===== config.mk =====
export PLATFORM = sky130hd
export DESIGN_NAME = serial_alu_seq
export DESIGN_NICKNAME = d
export VERILOG_FILES = /design/src/rtl/serial_alu_seq.sv
export SDC_FILE = /design/constraint.sdc
export NUM_CORES = 1
export LEC_CHECK = 0
export ABC_CLOCK_PERIOD_IN_PS = 2560
export CORE_AREA = 2 2 63 65
export CTS_BUF_LIST = sky130_fd_sc_hd__clkbuf_16
export DETAILED_ROUTE_END_ITERATION = 10
export DIE_AREA = 0 0 65 67
export GPL_ROUTABILITY_DRIVEN = 1
export HOLD_SLACK_MARGIN = 0.08
export PLACE_DENSITY_LB_ADDON = 0.12
export SKIP_LAST_GASP = 1
export SLEW_MARGIN = 20
export SYNTH_ARGS = -nofsm -noshare
export SYNTH_HDL_FRONTEND = slang
export SYNTH_SLANG_ARGS = --single-unit

===== constraint.sdc =====
create_clock -name clk -period 2.56 [get_ports clk]
set_input_delay 0.768 -clock clk [delete_from_list [all_inputs] [get_ports clk]]
set_output_delay 0.768 -clock clk [all_outputs]
set_load 0.1 [all_outputs]

===== src/rtl/serial_alu_seq.sv =====
// rtl/serial_alu_seq.sv - bit-serial ALU sequencer driving one external 1-bit ALU slice (optional overflow_flag via SERIAL_ALU_OVF_EN)
module serial_alu_seq #(
    parameter int WIDTH = 8
) (
    input  logic             clk,
    input  logic             rst_n,
    input  logic             start,
    input  logic [WIDTH-1:0] a,
    input  logic [WIDTH-1:0] b,
    input  logic             mode,
    input  logic [2:0]       operation,
    output logic             busy,
    output logic             done,
    output logic [WIDTH-1:0] result,
    output logic             carry_flag,
    output logic             zero_flag,
`ifdef SERIAL_ALU_OVF_EN
    output logic             overflow_flag,
`endif
    output logic             alu_a,
    output logic             alu_b,
    output logic             alu_cin,
    output logic             alu_mode,
    output logic [2:0]       alu_op,
    input  logic             alu_out,
    input  logic             alu_cout
);

    localparam int CW = (WIDTH > 2) ? $clog2(WIDTH) : 1;
    localparam logic [CW-1:0] LAST = CW'(WIDTH - 1);

    typedef enum logic {
        IDLE,
        RUN
    } state_t;

    state_t state, state_nxt;

    logic [WIDTH-1:0] a_sh;
    logic [WIDTH-1:0] b_sh;
    logic [WIDTH-1:0] res_sh;
    logic [CW-1:0]    cnt;
    logic             mode_r;
    logic [2:0]       op_r;
    logic             carry_r;
    logic             nz_acc;
    logic             accept;
    logic             last;

    // Subtract, increment and A+B+1 start with carry-in set; logic ops never use it.
    function automatic logic init_cin(input logic m, input logic [2:0] op);
        if (m) begin
            return 1'b0;
        end
        return (op == 3'd1) || (op == 3'd2) || (op == 3'd6);
    endfunction

    assign accept = (state == IDLE) && start;
    assign last   = (state == RUN) && (cnt == LAST);
    assign busy   = (state == RUN);

    always_ff @(posedge clk) begin
        if (!rst_n) begin
            state <= IDLE;
        end else begin
            state <= state_nxt;
        end
    end

    always_comb begin
        state_nxt = state;
        case (state)
            IDLE: if (start) state_nxt = RUN;
            RUN:  if (cnt == LAST) state_nxt = IDLE;
            default: state_nxt = IDLE;
        endcase
    end

    always_comb begin
        alu_a    = 1'b0;
        alu_b    = 1'b0;
        alu_cin  = 1'b0;
        alu_mode = 1'b0;
        alu_op   = 3'd0;
        if (state == RUN) begin
            alu_a    = a_sh[0];
            alu_b    = b_sh[0];
            alu_cin  = carry_r;
            alu_mode = mode_r;
            alu_op   = op_r;
        end
    end

    always_ff @(posedge clk) begin
        if (!rst_n) begin
            a_sh       <= '0;
            b_sh       <= '0;
            res_sh     <= '0;
            cnt        <= '0;
            mode_r     <= 1'b0;
            op_r       <= 3'd0;
            carry_r    <= 1'b0;
            nz_acc     <= 1'b0;
            done       <= 1'b0;
            result     <= '0;
            carry_flag <= 1'b0;
            zero_flag  <= 1'b0;
`ifdef SERIAL_ALU_OVF_EN
            overflow_flag <= 1'b0;
`endif
        end else begin
            done <= 1'b0;
            if (accept) begin
                a_sh    <= a;
                b_sh    <= b;
                res_sh  <= '0;
                cnt     <= '0;
                mode_r  <= mode;
                op_r    <= operation;
                carry_r <= init_cin(mode, operation);
                nz_acc  <= 1'b0;
            end else if (state == RUN) begin
                a_sh    <= a_sh >> 1;
                b_sh    <= b_sh >> 1;
                res_sh  <= {alu_out, res_sh[WIDTH-1:1]};
                carry_r <= alu_cout;
                nz_acc  <= nz_acc | alu_out;
                cnt     <= cnt + 1'b1;
                if (last) begin
                    // Final bit goes straight into the result so flags and data land together with done.
                    done       <= 1'b1;
                    result     <= {alu_out, res_sh[WIDTH-1:1]};
                    carry_flag <= mode_r ? 1'b0 : alu_cout;
                    zero_flag  <= ~(nz_acc | alu_out);
`ifdef SERIAL_ALU_OVF_EN
                    overflow_flag <= mode_r ? 1'b0 : (carry_r ^ alu_cout);
`endif
                end
            end
        end
    end

endmodule


# Yosys cells after proc, flatten, opt, wreduce, memory -nomap -nowiden
# Cells that the tools add are included.
[word_totals]
wordCells = 52
latch_bits = 0
romBits = 0
ram_bits = 0
mem_count = 0
register_bits = 45
output_inout_bits = 19
in_bits = 25
[classes]
n_shift = 0
n_bitwise = 5
multipliers = 0
n_lt_le_gt_ge = 0
n_div = 0
addsub = 1
n_mux = 21
reduce_logical = 8
n_eq_ne = 4
[ops]
columns = ["operator", "n"]
rows = [
  ["two-way mux 8 bit", 4],
  ["two-way mux 1 bit", 15],
  ["equality test 3 bit, second input constant", 2],
  ["NOT 1 bit", 4],
  ["adder 3 x 1 -> 3 bit, second input constant", 1],
  ["equality test 3 x 1 -> 1 bit, second input constant", 1],
  ["equality test 3 x 2 -> 1 bit, second input constant", 1],
  ["two-way mux 3 bit", 1],
  ["AND reduction 3 bit", 1],
  ["OR reduction 3 bit", 1],
  ["logical AND 1 bit", 2],
  ["logical OR 1 bit", 2],
  ["one-hot mux 1 bit (2 select lines)", 1],
  ["nonzero test 2 bit", 1],
  ["OR reduction 2 bit", 1],
  ["OR 1 bit", 1],
]

# Longest topological paths before layout
# Gate-level depths: netlist (run 1).
[logic_depth]
ltp_word = 6
depth_mapped = 6
ltp_nobuf = 5

# Worst setup path before layout (run 1)
# Ideal clock, no wire load.
[synth_timing]
path_type = "reg2out"
startpoint = "reg state, in the netlist busy"
endpoint = "out alu_op[0]"
path_buffers = 2
path_stages_with_launch = 4
slack_ns = -0.416
required_time_ns = 1.792
arrival_ns = 2.208
cell_sequence = "dfxtp_1 > buf_4 > buf_2 > and2_1"
[synth_via]
elab_chain_cells = 1
[synth_lines]
columns = ["item", "line_no", "text"]
rows = [
  ["start: declaration", "37", "state_t state, state_nxt;"],
  ["start signal: assignment", "66", "state <= state_nxt;"],
  ["two-way mux 3 bit", "85", "if (state == RUN) begin"],
  ["end: declaration", "24", "output logic [2:0] alu_op,"],
]
# Every way passes these cells.

# Worst setup path after layout (run 1)
[layout_timing]
startpoint = "reg state, in the netlist busy"
endpoint = "out alu_mode"
[layout_via]
elab_chain_cells = 1
[layout_lines]
columns = ["item", "line_no", "text"]
rows = [
  ["two-way mux 1 bit", "85", ""],
  ["end: declaration", "23", "output logic alu_mode,"],
]
# Every way passes these cells.

==> run metrics, run 1 <==
status complete, no violations; Mapped Cells 191; GRT busiest layer met2; Critical path buffers and inverters 1; crit path cell chain and2_2, buf_12; GPL Wtd Cong about 0.81; setup bufs post-CTS 0; routed via count 1375; Num CTS Buffers 5; met2 usage 32.5%; via/cell ratio approximately 4.9; max cap viols 0; hold buffer count at CTS 0; critical path peak fanout 16; area of the multi-input gates 895 um^2; share of cells above drive strength 1 ~22%; FILL cells 295; iteration-0 DRC count of the detailed router 63; die height 67 um; Syn Std Cell Area between 0.0015 and 0.002 mm^2; Net Count, Synth approximately 220; Worst-path clk slew 0.06 ns; Reg2Reg Setup Slack 0.88 ns; fin crit period 2.00 ns; XOR/XNOR Fraction of Synth Area less than 1%; row count 22; mux contribution to synthesized area 23.8%; port bufs 43; fin util between 60 and 70%; initial antenna violation count 0; RSZ-0062 raised after global routing false; total wire length 3620 um; CP Launch Point busy$_SDFF_PN0_; leakage power 1.02 nW; post-synthesis compound-gate area fraction 4.94%; Slew HR between 70% and 80%; drt pass-1 iters 4; ANT nets after route 0; Worst Tran Pin Value 0.362 ns; worst hold start result[7]$_SDFFE_PN0P_; CP startpoint kind flip-flop; worst endpoint required time between 1.5 and 2 ns; CP Class reg2out; clk buf depth 2; total core area 0.00361 mm^2; Root Buffer clkbuf_16; clk_lat worst skew 0.28 ns; Sum Neg Setup Slack 0 ns; worst r2r dst zero_flag$_SDFFE_PN0P_; period utilization 77.9%; Final setup viols 0; Adder-Cell Fraction of Synth Area between 1 and 1.5%; DRC violations left 0; top post-synthesis cells by area dfxtp_1 48%, mux2i_1 14%, nor2_1 5.9%; Max stage delay on crit path 0.53 ns; Yosys top cell by area dfxtp_1; starting density of the core 51.3%; Post-Synth Simple-Gate Area 17.3%; Min-Delay Path Class reg2reg; worst-case reg-to-reg path depth 5; FF/Latch Area 882 um^2; max-slew violation count 0; post_cts resized 0; Antenna diodes 0; H-tree depth 2; GR Layer Usage met1 22.0%; synthesis-to-layout area growth 35.0%; power per standard cell area 612 mW/mm^2; Cell Count, Final, Fillers Out 283; vias in the first global route ~1400; largest net degree at the start of global routing 23; Crit path max-delay family flip-flops; total gr overflow 0; Clock Skew 0.00297 ns; combinational family with the most area after synthesis multiplexers; share of the synthesized area in the top cell type 47.6%; die area 0.00436 mm^2; Crit. path cell count 2; Seq/Total Area, Yosys 47.6%; dpl cells between 200 and 300; syn avg cell area 9.68 um^2; Ports 44; Syn. warnings 0; synth unique cells 23; first-pass GRT wire length 6220 um; WL/cell approximately 13 um; Final #Nets about 260; CP endpoint kind output pin; IR drop worst, VDD between 0.6 and 0.7 mV; clk sink count 44; CP max stage cell dfxtp_2; crit path DAT around 1.2 ns; worst setup path end alu_mode; GRT met3 Usage 5.91%; Synth Register Bits 44; reg2reg start busy$_SDFF_PN0_; CTS tree yes; gr usage total 18.9%; die width 65 um; Post-DP HPWL 2560 um; Max Fclk 501 MHz; final hold violations 0
[power by group]
| group | total, mW | switching (mW) | internal (mW) |
|---|---|---|---|
| clock | 0.581 | 0.231 | 0.350 |
| combinational | 0.216 | 0.103 | 0.113 |
| sequential | 0.731 | 0.0194 | 0.712 |
| total | 1.53 | 0.353 | 1.18 |
[kinds of logic (layout without fill, tap and decap cells)]
kind of cell,after synthesis,count (layout)
compound gates,18,18
fa+ha+maj,2,2
mux,40,40
flops,44,44
buf+inv,13,57
xor+xnor,1,1
simple gates,73,73
[how the worst min path moves through the flow]
stage                               to  cells past startpoint  slack [ns]
2_1_floorplan      nz_acc$_SDFFE_PP0P_                      2        0.43
3_3_place_gp   carry_flag$_SDFFE_PN0P_                      2        0.44
3_5_place_dp    result[4]$_SDFFE_PN0P_                      2        0.45
4_1_cts         result[4]$_SDFFE_PN0P_                      2        0.46
5_1_grt         result[7]$_SDFFE_PN0P_                      2        0.48
6_report        result[7]$_SDFFE_PN0P_                      2        0.45
[per-layer routing]
metal  vias up  share of wire [%]  wire length (um)
met4         0               0.99                36
li1        717                  -                 -
met5         -                  0                 0
met1       626                 44              1610
met3         4                4.6               166
met2        28                 50              1810
[placed cells by master, fill, tap and decap left out]
cell / count
o22ai_1: 1
dfxtp_2: 1
dfxtp_1: 43
mux2i_1: 26
mux2_2: 8
or3_1: 2
buf_4: 16
nor3b_1: 1
nand2b_1: 2
buf_12: 8
clkinv_1: 1
xnor2_1: 1
nand3b_1: 1
mux2_4: 6
and2b_1: 1
ha_1: 2
clkbuf_16: 5
inv_1: 3
nand2b_2: 1
a21oi_1: 17
nor2_1: 29
and2_1: 1
nand2_1: 28
clkdlybuf4s50_1: 24
and2_2: 7
[worst min-delay path: stages, from the launching register on]
cell	delay (ns)
dfxtp_1	0.30
nand2_1	0.05
a21oi_1	0.05
[final cells by class]
type                            count  share of cell area [%]
Multi-Input combinational cell    134                    35.8
Clock inverter                      3                   0.451
Timing Repair Buffer               48                    20.8
Inverter                            1                   0.150
Tap cell                           48                    2.40
Sequential cell                    44                    35.3
Clock buffer                        5                    5.01
[metrics by stage]
| stage | instance area [um^2] | hold WS [ns] | total power, mW | setup WS (ns) |
|---|---|---|---|---|
| after global placement | 2360 | 0.443 | 0.956 | 0.393 |
| after detailed placement | 2360 | 0.448 | 0.963 | 0.346 |
| after global routing | 2500 | 0.476 | 1.60 | 0.497 |
| after floorplan | 1860 | 0.430 | 0.887 | 0.222 |
| final | 2500 | 0.454 | 1.53 | 0.565 |
| after CTS | 2500 | 0.456 | 1.55 | 0.546 |
[flip-flops by register name, summed over array words and instances, names as in the netlist]
name / count
a_sh: 8
b_sh: 8
result: 8
res_sh: 7
cnt: 3
op_r: 3
busy: 1
carry_flag: 1
carry_r: 1
done: 1
mode_r: 1
nz_acc: 1
zero_flag: 1
[cell usage after synthesis (all sizes together)]
cell type,count
dfxtp,44
nor2,29
nand2,28
mux2i,26
a21oi,17
mux2,14
and2,8
buf,8
clkbuf,4
nand2b,3
ha,2
or3,2
and2b,1
inv,1
nand3b,1
nor3b,1
o22ai,1
xnor2,1
Power figures use the tool's default switching activity.
==> run 2, diff against run 1 <==
- ABC_CLOCK_PERIOD_IN_PS: 2560 -> 1700
- CORE_AREA: 2 2 63 65 -> 2 2 68 70
- DIE_AREA: 0 0 65 67 -> 0 0 70 72
- clock period: 2.56 -> 1.7 ns (I/O delays scaled with it)
==> run metrics, run 2 (synthesis gave the netlist of run 1 again) <==
status complete, no violations; Largest regs a_sh (8), b_sh (8), result (8); worst endpoint required time 1.19 ns (-0.60 ns); row count 24 (+9.1%); largest net degree at the start of global routing 20 (-13%); total gr overflow 0 (unchanged); fin crit period between 1.5 and 2 ns; Worst-path clk slew 0.06 ns (about the same); synthesis-to-layout area growth 50.7%; crit path DAT 1.07 ns (-0.16 ns); Worst Tran Pin Value 0.356 ns (-0.00621 ns); commonest non-fill, non-tap cell in the layout dfxtp_1; Ports 44 (unchanged); power per standard cell area 907 mW/mm^2 (+48%); clk_lat worst skew 0.28 ns (about the same); CP Class reg2out; die area 0.00504 mm^2 (+16%); CP endpoint kind output pin; WL/cell 12.8 um (about the same); iteration-0 DRC count of the detailed router 32 (-49%); max cap viols 0 (unchanged); period utilization roughly 93%; RSZ-0062 raised after global routing false; die height 72 um (+7.5%); starting density of the core 43.4% (-7.9 points); Clock Skew 0.00374 ns (+0.000770 ns); total core area 0.00426 mm^2 (+18%); Min-Delay Path Class reg2reg; max-slew violation count 0 (unchanged); vias in the first global route 1454 (+4.2%); ANT nets after route 0 (unchanged); clk sink count 44 (unchanged); total wire length 3790 um (+4.6%); Num CTS Buffers 5 (unchanged); first-pass GRT wire length 6530 um (+5.0%); post_cts resized 0 (unchanged); die width 70 um (+7.7%); clk buf depth 2 (unchanged); Fin Hold WS 0.458 ns (+0.00453 ns); IR drop worst, VDD 0.628 mV (+4.5%); FILL cells 337 (+14%); post-route setup slack 0.115 ns (-0.450 ns); initial antenna violation count 0 (unchanged); drt pass-1 iters 4 (unchanged); Place WS -0.184 ns (-0.531 ns); Max Fclk roughly 630 MHz; DRC violations left 0 (unchanged); CP startpoint kind flip-flop; gr usage total 16.3% (-2.6 points); Root Buffer clkbuf_16; routed via count 1413 (+2.8%); Post-DP HPWL 2720 um (+6.3%); GPL Wtd Cong 0.777 (-3.7%); Antenna diodes 0 (unchanged); critical path peak fanout 13 (-3); leakage power 1.12 nW (+9.6%); share of cells above drive strength 1 26.2% (+4.1 points); CTS tree yes; CP Launch Point busy$_SDFF_PN0_; H-tree depth 2 (unchanged); reg2reg start busy$_SDFF_PN0_; via/cell ratio 4.77 (-1.7%); port bufs 43 (unchanged); Final setup viols 0 (unchanged); Final #Nets 270 (+3.4%); worst hold start op_r[1]$_SDFFE_PN0P_; final hold violations 0 (unchanged); Slew HR 76.2% (+0.47 points); most frequent cells in the layout 43 x dfxtp_1, 29 x nor2_1, 28 x nand2_1
==> run 2: changes by cell type in the layout (fill, tap and decap cells not counted), moves of 2 or more <==
cell    previous run  this run
and2_4             0         7
buf_4             16        11
and2_2             7         0
inv_1              3         1
buf_12             8        22
==> run 2: path summary, 6_finish.rpt <==
check | cells past startpoint | endpoint | slack [ns]
hold reg to reg | 2 | op_r[1]$_SDFFE_PN0P_ | 0.46
setup / recovery | 2 | alu_op[2] | 0.12
setup reg to reg | 5 | carry_flag$_SDFFE_PN0P_ | 0.24
hold / removal | 2 | op_r[1]$_SDFFE_PN0P_ | 0.46
==> run 2: cell type report <==
type	count	area, um^2	share of cell area (%)
multi-input combinational	134	903	32.4
clock inverter	3	42.5	1.53
timing repair buffer	57	763	27.4
inverter	1	3.75	0.135
tap	52	65.1	2.33
sequential	44	885	31.7
clock buffer	5	125	4.49
==> run 2: per-layer routing <==
metal	GRT usage [%]	share of wire, %
met5	0	0
met2	28.7	50
met4	4.49	0.82
met3	5.97	5.5
met1	18.9	43
==> run 2: critical path, cell delays in order (launching register included) <==
cell	delay, ns
dfxtp_4	0.44
and2_4	0.18
buf_12	0.17
==> run 2: repair_timing <==
| action | CTS | global route |
|---|---|---|
| setup endpoints to repair | 0 | 7 |
| hold buffers | 0 | 0 |
| buffers inserted | 0 | 4 |
==> run 2: through the flow <==
step,util [%],total power [mW],area [um^2],cells,TNS [ns]
3_5_place_dp,60.4,1.47,2580,284,-2.07
4_1_cts,64.4,2.55,2750,292,0
2_1_floorplan,-,1.34,1880,191,0
3_3_place_gp,60.4,1.47,2580,284,-1.59
6_report,65.4,2.53,2790,296,0
5_1_grt,65.4,2.65,2790,296,0
==> run 2: power by group <==
group / leakage (nW) / switching, mW / internal, mW
Clock: 0.0798 / 0.372 / 0.689
Sequential: 0.359 / 0.0275 / 1.07
Combinational: 0.684 / 0.165 / 0.204
Total: 1.12 / 0.564 / 1.96
